==> src/rtl/hazard_ctrl_if.sv <==
// Signal bundle between the pipeline datapath (master) and the hazard controller (slave).
interface hazard_ctrl_if;
  logic [4:0] ID_Rs;
  logic [4:0] ID_Rt;
  logic       ID_UseRs;
  logic       ID_UseRt;
  logic       ID_IsBranch;
  logic       BCond;
  logic       ID_MDStart;
  logic       ID_MDRead;
  logic [4:0] EX_Rd;
  logic       EX_RegWr;
  logic       EX_MemRd;
  logic [4:0] MEM_Rd;
  logic       MEM_RegWr;
  logic       PCWr;
  logic       IFIDWr;
  logic       IFIDFlush;
  logic       IDEXFlush;
  logic [1:0] FwdA;
  logic [1:0] FwdB;
  logic       MDBusy;
  logic       MDDone;

  modport master (
    output ID_Rs, ID_Rt, ID_UseRs, ID_UseRt, ID_IsBranch, BCond, ID_MDStart, ID_MDRead,
           EX_Rd, EX_RegWr, EX_MemRd, MEM_Rd, MEM_RegWr,
    input  PCWr, IFIDWr, IFIDFlush, IDEXFlush, FwdA, FwdB, MDBusy, MDDone
  );

  modport slave (
    input  ID_Rs, ID_Rt, ID_UseRs, ID_UseRt, ID_IsBranch, BCond, ID_MDStart, ID_MDRead,
           EX_Rd, EX_RegWr, EX_MemRd, MEM_Rd, MEM_RegWr,
    output PCWr, IFIDWr, IFIDFlush, IDEXFlush, FwdA, FwdB, MDBusy, MDDone
  );
endinterface

==> src/rtl/hazard_ctrl.sv <==
// Pipeline interlock, ID-stage forwarding and multiply/divide busy sequencer.
// HAZARD_DELAY_SLOT_EN: taken branches keep the delay-slot instruction instead of flushing IF/ID.
module hazard_ctrl #(
  parameter int MD_LATENCY = 32,
  parameter int CNT_W      = 6
) (
  input logic          Clk,
  input logic          Rst,
  hazard_ctrl_if.slave hz
);

  // state   | meaning
  // RUN     | HI/LO unit idle
  // MD_WAIT | multiply/divide in flight, HI/LO readers and new starts held
  // MD_FIN  | result valid this cycle, MDDone pulses
  typedef enum logic [1:0] {RUN = 2'd0, MD_WAIT = 2'd1, MD_FIN = 2'd2} state_t;

  localparam logic [CNT_W-1:0] CNT_LOAD = CNT_W'(MD_LATENCY - 1);

  state_t           state, state_nxt;
  logic [CNT_W-1:0] cnt, cnt_nxt;
  logic             mem_load;

  logic ex_rs, ex_rt, mem_rs, mem_rt;
  logic load_use, br_ex, br_mem, md_stall, stall;

  assign ex_rs  = hz.EX_RegWr  && (hz.EX_Rd  == hz.ID_Rs) && (hz.ID_Rs != 5'd0);
  assign ex_rt  = hz.EX_RegWr  && (hz.EX_Rd  == hz.ID_Rt) && (hz.ID_Rt != 5'd0);
  assign mem_rs = hz.MEM_RegWr && (hz.MEM_Rd == hz.ID_Rs) && (hz.ID_Rs != 5'd0);
  assign mem_rt = hz.MEM_RegWr && (hz.MEM_Rd == hz.ID_Rt) && (hz.ID_Rt != 5'd0);

  assign load_use = hz.EX_MemRd && ((hz.ID_UseRs && ex_rs) || (hz.ID_UseRt && ex_rt));
  assign br_ex    = hz.ID_IsBranch && !hz.EX_MemRd &&
                    ((hz.ID_UseRs && ex_rs) || (hz.ID_UseRt && ex_rt));
  // A load reaching MEM still has no data for the ID comparator: second bubble.
  assign br_mem   = hz.ID_IsBranch && mem_load &&
                    ((hz.ID_UseRs && mem_rs) || (hz.ID_UseRt && mem_rt));
  assign md_stall = (state == MD_WAIT) && (hz.ID_MDRead || hz.ID_MDStart);
  assign stall    = load_use || br_ex || br_mem || md_stall;

  always_ff @(posedge Clk or negedge Rst) begin
    if (!Rst) begin
      state    <= RUN;
      cnt      <= '0;
      mem_load <= 1'b0;
    end else begin
      state    <= state_nxt;
      cnt      <= cnt_nxt;
      mem_load <= hz.EX_MemRd;
    end
  end

  always_comb begin
    state_nxt = state;
    cnt_nxt   = cnt;
    case (state)
      RUN: begin
        if (hz.ID_MDStart && !stall) begin
          state_nxt = MD_WAIT;
          cnt_nxt   = CNT_LOAD;
        end
      end
      MD_WAIT: begin
        if (cnt <= CNT_W'(1)) state_nxt = MD_FIN;
        if (cnt != '0) cnt_nxt = cnt - CNT_W'(1);
      end
      MD_FIN: begin
        if (hz.ID_MDStart && !stall) begin
          state_nxt = MD_WAIT;
          cnt_nxt   = CNT_LOAD;
        end else begin
          state_nxt = RUN;
        end
      end
      default: begin
        state_nxt = RUN;
        cnt_nxt   = '0;
      end
    endcase
  end

  always_comb begin
    hz.PCWr      = 1'b0;
    hz.IFIDWr    = 1'b0;
    hz.IFIDFlush = 1'b1;
    hz.IDEXFlush = 1'b1;
    hz.FwdA      = 2'b00;
    hz.FwdB      = 2'b00;
    hz.MDBusy    = (state == MD_WAIT);
    hz.MDDone    = (state == MD_FIN);
    // Reset is asynchronous, so the combinational outputs are forced too.
    if (Rst) begin
      hz.PCWr      = !stall;
      hz.IFIDWr    = !stall;
      hz.IDEXFlush = stall;
`ifdef HAZARD_DELAY_SLOT_EN
      hz.IFIDFlush = 1'b0;
`else
      hz.IFIDFlush = hz.BCond && !stall;
`endif
      if (ex_rs && !hz.EX_MemRd) hz.FwdA = 2'b01;
      else if (mem_rs)           hz.FwdA = 2'b10;
      if (ex_rt && !hz.EX_MemRd) hz.FwdB = 2'b01;
      else if (mem_rt)           hz.FwdB = 2'b10;
    end
  end

endmodule

==> src/flat_wrapper.sv <==
// flat-port wrapper written by rule: the top's interface ports become plain ports
module hazard_ctrl_flat 
#(
  parameter int MD_LATENCY = 32,
  parameter int CNT_W      = 6
)
  (Clk, Rst, hz_ID_Rs, hz_ID_Rt, hz_ID_UseRs, hz_ID_UseRt, hz_ID_IsBranch, hz_BCond, hz_ID_MDStart, hz_ID_MDRead, hz_EX_Rd, hz_EX_RegWr, hz_EX_MemRd, hz_MEM_Rd, hz_MEM_RegWr, hz_PCWr, hz_IFIDWr, hz_IFIDFlush, hz_IDEXFlush, hz_FwdA, hz_FwdB, hz_MDBusy, hz_MDDone);
  hazard_ctrl_if hz_i ();
  input logic Clk;
  input logic Rst;
  input wire logic [$bits(hz_i.ID_Rs)-1:0] hz_ID_Rs;
  input wire logic [$bits(hz_i.ID_Rt)-1:0] hz_ID_Rt;
  input wire logic [$bits(hz_i.ID_UseRs)-1:0] hz_ID_UseRs;
  input wire logic [$bits(hz_i.ID_UseRt)-1:0] hz_ID_UseRt;
  input wire logic [$bits(hz_i.ID_IsBranch)-1:0] hz_ID_IsBranch;
  input wire logic [$bits(hz_i.BCond)-1:0] hz_BCond;
  input wire logic [$bits(hz_i.ID_MDStart)-1:0] hz_ID_MDStart;
  input wire logic [$bits(hz_i.ID_MDRead)-1:0] hz_ID_MDRead;
  input wire logic [$bits(hz_i.EX_Rd)-1:0] hz_EX_Rd;
  input wire logic [$bits(hz_i.EX_RegWr)-1:0] hz_EX_RegWr;
  input wire logic [$bits(hz_i.EX_MemRd)-1:0] hz_EX_MemRd;
  input wire logic [$bits(hz_i.MEM_Rd)-1:0] hz_MEM_Rd;
  input wire logic [$bits(hz_i.MEM_RegWr)-1:0] hz_MEM_RegWr;
  output wire logic [$bits(hz_i.PCWr)-1:0] hz_PCWr;
  output wire logic [$bits(hz_i.IFIDWr)-1:0] hz_IFIDWr;
  output wire logic [$bits(hz_i.IFIDFlush)-1:0] hz_IFIDFlush;
  output wire logic [$bits(hz_i.IDEXFlush)-1:0] hz_IDEXFlush;
  output wire logic [$bits(hz_i.FwdA)-1:0] hz_FwdA;
  output wire logic [$bits(hz_i.FwdB)-1:0] hz_FwdB;
  output wire logic [$bits(hz_i.MDBusy)-1:0] hz_MDBusy;
  output wire logic [$bits(hz_i.MDDone)-1:0] hz_MDDone;
  assign hz_i.ID_Rs = hz_ID_Rs;
  assign hz_i.ID_Rt = hz_ID_Rt;
  assign hz_i.ID_UseRs = hz_ID_UseRs;
  assign hz_i.ID_UseRt = hz_ID_UseRt;
  assign hz_i.ID_IsBranch = hz_ID_IsBranch;
  assign hz_i.BCond = hz_BCond;
  assign hz_i.ID_MDStart = hz_ID_MDStart;
  assign hz_i.ID_MDRead = hz_ID_MDRead;
  assign hz_i.EX_Rd = hz_EX_Rd;
  assign hz_i.EX_RegWr = hz_EX_RegWr;
  assign hz_i.EX_MemRd = hz_EX_MemRd;
  assign hz_i.MEM_Rd = hz_MEM_Rd;
  assign hz_i.MEM_RegWr = hz_MEM_RegWr;
  assign hz_PCWr = hz_i.PCWr;
  assign hz_IFIDWr = hz_i.IFIDWr;
  assign hz_IFIDFlush = hz_i.IFIDFlush;
  assign hz_IDEXFlush = hz_i.IDEXFlush;
  assign hz_FwdA = hz_i.FwdA;
  assign hz_FwdB = hz_i.FwdB;
  assign hz_MDBusy = hz_i.MDBusy;
  assign hz_MDDone = hz_i.MDDone;
  hazard_ctrl #(.MD_LATENCY(MD_LATENCY), .CNT_W(CNT_W)) u_core (.Clk(Clk), .Rst(Rst), .hz(hz_i));
endmodule
==> config.mk <==
export PLATFORM = sky130hd
export DESIGN_NAME = hazard_ctrl_flat
export DESIGN_NICKNAME = d
export VERILOG_FILES = /design/src/rtl/hazard_ctrl_if.sv /design/src/rtl/hazard_ctrl.sv /design/src/flat_wrapper.sv
export SDC_FILE = /design/constraint.sdc
export NUM_CORES = 1
export LEC_CHECK = 0
export BUFFER_PORTS_ARGS = -buffer_cell sky130_fd_sc_hd__buf_2
export CAP_MARGIN = 20
export CORE_UTILIZATION = 42
export CTS_CLUSTER_SIZE = 14
export DETAILED_ROUTE_END_ITERATION = 8
export PLACE_DENSITY = 0.78
export SYNTH_ARGS = -nofsm -noshare
export SYNTH_HDL_FRONTEND = slang
export SYNTH_SLANG_ARGS = --single-unit
==> constraint.sdc <==
create_clock -name Clk -period 1.65 [get_ports Clk]
set_clock_uncertainty 0.2 [all_clocks]
set_input_delay 0.0825 -clock Clk [delete_from_list [all_inputs] [get_ports Clk]]
set_output_delay 0.0825 -clock Clk [all_outputs]
set_load 0.02 [all_outputs]
==> run_results.csv, run 1 <==
group,metric,value,unit
drt,wl_met3,246,um
synth,synth.most_common_cell,"nand2_1",
sta,setup_viol,7,
power_and_ir_drop,p_leak,0.748,nW
drt,routedWlPerCell,15.2,um
sta,rsz0062_at_grt,"yes",
placed_design,dp_hpwl,2280,um
drt,drc,0,
drt,met1Wirelength,1210,um
placed_design,portBuffers,40,
synth,synth_top_cell_by_area,"dfrtp_1",
cts,clk_pin_slew_worst_paths,0.06,ns
min_path,hold_class,"input pin to flip-flop",
cells_and_area,final_layout_size_suffix_gt1_share,52.9,%
critical_path,cp_slowest_cell,"or4_4",
power_and_ir_drop,ir_drop,0.985,mV
cts,root_buffer,"clkbuf_4",
sta,period_share,115,%
cts,clock_path_buffers,2,
critical_path,path_max_fanout,3,
global_routing,grt_overflow,0,
outcome,violations,"negative setup slack",
cts,h-tree-depth,1,
critical_path,crit_type,"input pin to output pin",
floorplanning,io_pins,41,
placed_design,gp_congestion,0.842,
synth,synth-async-reset-ratio,100,%
floorplanning,rows,16,
critical_path,cpPeakStageDelay,0.54,ns
synth,synth_top_area_share,24.9,%
power_and_ir_drop,design_power_total,1.69,mW
global_routing,gr-usage-all-layers,27.8,%
critical_path,worstPathRequired,1.37,ns
critical_path,path_delay_family,"simple AND/OR/NAND/NOR gates",
synth,ys_types,38,
floorplanning,die_y,48.4,um
synth,synth_edf_count,0,
cts,cts_tree,"yes",
cells_and_area,area_growth,80.2,%
sta,maxSlewViolCount,0,
cts,clk_latency,0.26,ns
critical_path,arrival,1.62,ns
critical_path,cp.buffers_inverters,3,
synth,synth_flop_cell,"dfrtp_1",
critical_path,cp-end-kind,"output pin",
synth,synth_cells,113,
cells_and_area,nNetsFinal,225,
synth,syn_avg_cell_area,7.99,um2
synth,synthTopCellsByCount,"nand2_1, xor2_1, dfrtp_1, inv_1, nor4_1",
synth,synthTopCellsByArea,"dfrtp_1, xor2_1, nand2_1, nor4_1, xnor2_1",
cells_and_area,n_antenna_cell,0,
outcome,status,"complete, but fails checks",
floorplanning,die_x,48.4,um
drt,drt-pass1-iter-count,6,
drt,viasPerCell,5.66,
global_routing,grt_pass1_vias,1240,
critical_path,cp_cell_sequence,"buf_6, or4_4, o221ai_2, or4_4, nand4_1, buf_4, o21ai_4, buf_6",
flow_run,cap_viol_max_count,0,
critical_path,critPathLaunchType,"input pin",
floorplanning,die_area,2340,um2
synth,synth-seq-cells,9,
synth,synthesis.nets,146,
sta,max_slew_margin,71.5,%
drt,drtAntennaViolNets,0,
cts,cts.sinks,9,
cells_and_area,post-route-cell-area,1630,um2
cts,cts_buffers,3,
power_and_ir_drop,power_density,1040,nW/um2
drt,top_layer_used,"met4",
synth,ys_seq_area_share,24.9,%
sta,final-hold-violation-count,0,
floorplanning,core_area,1980,um2
sta,finalCriticalPeriod,1.90,ns
drt,drt_iter0_markers,59,
sta,setup_ws,-0.254,ns
drt,vias,1234,
sta,fmax,0.525,GHz
drt,wl_met2,1790,um
global_routing,antenna_found_initial,0,
synth,yosys_warnings,0,
floorplanning,initial_core_util,45.6,%
synth,netlist_area,903,um2
drt,wirelength,3310,um
sta,tightest_slew,0.427,ns
global_routing,grt_max_degree,11,
global_routing,grt_pass1_wl,5160,um
placed_design,placed_cell_area,1370,um2
-- final cells by class --
type,count,area (um2)
Tap cell,27,33.8
Multi-Input combinational cell,94,746
Inverter,8,30.0
Fill cell,113,354
Sequential cell,9,229
Clock buffer,4,26.3
Timing Repair Buffer,76,563
-- worst paths after layout --
kind                          startpoint         endpoint  slack, ns  cells after the start
max in group asynchronous            Rst    u_core.cnt[3]       0.73                      2
max reg2reg                u_core.cnt[5]    u_core.cnt[0]       0.01                      4
max                          hz_ID_Rt[2]     hz_IFIDFlush      -0.25                      8
min                        hz_ID_MDStart    u_core.cnt[2]       0.10                      5
min in group asynchronous            Rst  u_core.state[1]       0.20                      2
min reg2reg                u_core.cnt[3]    u_core.cnt[3]       0.41                      2
-- placed cells by master, fill, tap and decap left out, types with 2 or more instances in the layout --
cell type	instances
buf_6	14
dfrtp_1	6
nor4_2	2
clkbuf_4	3
and2_1	2
nand2b_1	3
nand2_1	12
dfrtp_2	3
or4_4	2
inv_1	8
nor2_1	2
xor2_1	13
nor3_1	2
a21oi_1	4
o21ai_1	2
xnor2_1	4
nor4_1	4
o221ai_2	3
nand2_2	2
nand4_1	5
dlygate4sd3_1	2
buf_4	34
o21ai_0	4
a21oi_2	2
buf_2	26
-- power breakdown --
group | switching (mW) | total [mW] | leakage, nW | internal, mW
Sequential | 0.117 | 0.436 | 0.101 | 0.319
Clock | 0.0790 | 0.172 | 0.0150 | 0.0933
Combinational | 0.544 | 1.08 | 0.632 | 0.538
-- sequential cells by signal (all words and copies together) (netlist names) --
name	count
u_core.state	2
u_core.mem_load	1
u_core.cnt	6
-- kinds of logic after synthesis --
family                   share of synthesized area, %
AO/OA/AOI/OAI                                    18.7
XOR/XNOR                                         16.5
adder cells (fa/ha/maj)                          2.77
buffers and inverters                            4.57
flip-flops                                       24.9
multiplexers                                     1.25
AND/OR/NAND/NOR                                  31.3
-- layer usage --
| layer | GRT usage [%] | vias to the layer above |
|---|---|---|
| met5 | 0 | - |
| met4 | 3.43 | 0 |
| met3 | 7.55 | 6 |
| met2 | 55.2 | 87 |
| met1 | 29.5 | 570 |
| li1 | - | 571 |
-- worst reg2reg max path, cell delays in order (launching register included) --
cell and delay [ns]:
dfrtp_2 0.45, nor4_4 0.34, nand2_2 0.14, mux2_4 0.30, o221ai_2 0.13
-- timing repair --
item | 4_1_cts | 5_1_grt
gates resized for setup | 15 | 28
endpoints found under the setup margin | 7 | 12
hold buffers | 2 | 0
pin swaps | 8 | 16
endpoints found under the hold margin | 10 | 0
setup buffers | 3 | 2
-- stage by stage --
stage	util (%)	worst slack, ns	TNS [ns]	hold slack (ns)	std cells
after global placement	69.1	-0.286	-2.22	-0.218	208
after detailed placement	69.1	-0.327	-2.62	-0.218	208
after floorplan	-	-0.113	-0.209	-0.413	113
after CTS	75.0	-0.229	-0.860	0.121	216
final	82.1	-0.254	-1.04	0.103	218
after global routing	82.1	-0.299	-1.47	0.142	218
(Power assumes the default switching activity.)
==> inputs of run 2 (changes only) <==
CELL_PAD_IN_SITES_DETAIL_PLACEMENT = 0   (was not set)
CELL_PAD_IN_SITES_GLOBAL_PLACEMENT = 1   (was not set)
CORE_UTILIZATION = 29   (was 42)
PLACE_DENSITY = 0.77   (was 0.78)
==> run 2 against run 1 <==
The flow finishes with violations (design-rule violations, negative setup slack). Register-to-register slack about the same. Sequential power up 2%. Design area rose by 6.5%. Core utilization shrank 21 points. Combinational power about the same. Wire length shrank 1.5%. Critical path depth decreased by 1. Final cell count grew 6.4%. Setup slack worse by 0.014 ns. Die area rose by 43%. Fmax fell by 0.72%. Critical path type unchanged. Critical endpoint is now hz_IDEXFlush. Highest routed layer unchanged.
==> run_results.csv, run 2 (synthesis results as in run 1) <==
group,metric,value,unit
global_routing,grt_max_degree,10,
power_and_ir_drop,design_power_total,1.72,mW
cts,clk_pin_slew_worst_paths,0.07,ns
cells_and_area,final_layout_size_suffix_gt1_share,55.7,%
critical_path,startpoint,"hz_ID_Rt[0]",
cells_and_area,final_cell_mix,"buf_4, buf_2, buf_6, nand2_1, xor2_1",
floorplanning,initial_core_util,31.7,%
min_path,hold_class,"input pin to flip-flop",
critical_path,cp_slowest_cell,"or4_4",
sta,max_slew_margin,71.6,%
placed_design,portBuffers,40,
critical_path,crit_type,"input pin to output pin",
critical_path,reg2reg_slack,0,ns
sta,finalCriticalPeriod,1.92,ns
sta,fmax,0.522,GHz
cts,cts.sinks,9,
drt,wirelength,3260,um
critical_path,path_delay_family,"simple AND/OR/NAND/NOR gates",
cells_and_area,nNetsFinal,235,
drt,routedWlPerCell,14.0,um
floorplanning,die_y,57.8,um
flow_run,cap_viol_max_count,0,
global_routing,grt_overflow,0,
cells_and_area,reg_top3,"u_core.cnt (6), u_core.state (2), u_core.mem_load (1)",
floorplanning,rows,19,
critical_path,worstPathRequired,1.37,ns
placed_design,dp_hpwl,2410,um
cts,clock_path_buffers,2,
cts,clk_latency,0.26,ns
power_and_ir_drop,p_leak,0.810,nW
critical_path,reg2reg_from,"u_core.cnt[5]",
outcome,status,"complete, but fails checks",
outcome,violations,"design-rule violations, negative setup slack",
sta,period_share,116,%
cts,h-tree-depth,1,
power_and_ir_drop,power_density,990,nW/um2
drt,drtAntennaViolNets,0,
critical_path,cp_cell_sequence,"buf_6, or4_4, o221ai_4, or4_4, nand4_1, or2_1, buf_6",
global_routing,grt_pass1_vias,1231,
sta,maxSlewViolCount,0,
cells_and_area,n_antenna_cell,0,
critical_path,reg2reg_depth,4,
sta,whs,0.131,ns
critical_path,arrival,1.63,ns
critical_path,path_max_fanout,3,
drt,vias,1196,
cts,root_buffer,"clkbuf_4",
cells_and_area,regMostFlops,"u_core.cnt",
cells_and_area,largest_reg_flops,6,
drt,drt_iter0_markers,44,
sta,fin_setup_tns,-1.23,ns
floorplanning,io_pins,41,
placed_design,gp_congestion,0.777,
critical_path,r2r_end,"u_core.cnt[0]",
floorplanning,die_x,57.8,um
sta,tightest_slew,0.425,ns
critical_path,cp.buffers_inverters,2,
critical_path,critical_path.endpoint,"hz_IDEXFlush",
sta,setup_viol,10,
cells_and_area,area_growth,91.8,%
sta,final-hold-violation-count,0,
global_routing,gr-usage-all-layers,20.2,%
global_routing,antenna_found_initial,0,
critical_path,cp-end-kind,"output pin",
cts,cts_buffers,3,
sta,rsz0062_at_grt,"yes",
floorplanning,core_area,2850,um2
critical_path,critical_path_depth,7,
critical_path,critPathLaunchType,"input pin",
drt,drt-pass1-iter-count,6,
power_and_ir_drop,ir_drop,0.548,mV
drt,drc,3,
cts,cts_tree,"yes",
critical_path,cpPeakStageDelay,0.55,ns
global_routing,grt_pass1_wl,5290,um
drt,viasPerCell,5.16,
sta,setup_ws,-0.267,ns
cells_and_area,mostFrequentLayoutCell,"buf_4",
floorplanning,die_area,3340,um2
## run 2: changes by cell type in the layout (fill, tap and decap cells not counted), moves of 3 or more
cell / previous run / this run
buf_4: 34 / 40
nor4_1: 4 / 1
nor4_2: 2 / 5
o221ai_2: 3 / 0
## run 2: layout make-up
cell class,instances,area (um2)
clock inverters,1,5.00
flip-flops and latches,9,228
multi-input cells,94,764
clock buffers,3,22.5
inverters,8,30.0
fillers,241,1120
well taps,31,38.8
repair buffers,86,644
## run 2: worst reg2reg max path, delay by kind of cell, from the launching register on
family,cells,cell delay (ns)
AND/OR/NAND/NOR,2,0.47
flip-flops,1,0.44
multiplexers,1,0.28
AO/OA/AOI/OAI,1,0.17
## run 2: how the worst min path moves through the flow
stage	startpoint	to	depth (start not counted)
after floorplan	Rst	u_core.cnt[0]	0
after global placement	Rst	u_core.cnt[5]	1
after detailed placement	Rst	u_core.cnt[0]	1
after CTS	hz_ID_UseRs	u_core.cnt[2]	4
after global routing	hz_ID_MDStart	u_core.cnt[2]	5
final	hz_ID_MDStart	u_core.cnt[2]	5
## run 2: where the power goes
| part | leakage, nW | internal (mW) | switching [mW] |
|---|---|---|---|
| combinational | 0.690 | 0.588 | 0.516 |
| clock | 0.0177 | 0.0894 | 0.0794 |
| sequential | 0.102 | 0.316 | 0.127 |
| total | 0.810 | 0.993 | 0.722 |
## run 2: metal layers
metal	part of all wire [%]	track usage, %	up-vias
met1	43	25.4	574
met3	3.6	2.46	4
met5	0	0	-
li1	-	-	587
met4	0.89	6.12	0
met2	53	36.0	31
## run 2: per-stage QoR
step	utilization, %	cells	instance area [um2]	setup WS (ns)
3_5_place_dp	50.3	220	1430	-0.282
2_1_floorplan	-	113	925	-0.113
3_3_place_gp	50.3	220	1430	-0.260
6_report	60.7	232	1730	-0.267
5_1_grt	60.7	232	1730	-0.362
4_1_cts	56.8	229	1620	-0.250
## run 2: repair_timing
item	CTS	global route
buffers inserted	3	3
pin swaps	8	10
resized for setup	24	21
hold buffers	2	0
gates cloned	0	0
setup endpoints to repair	10	15
endpoints found under the hold margin	10	0
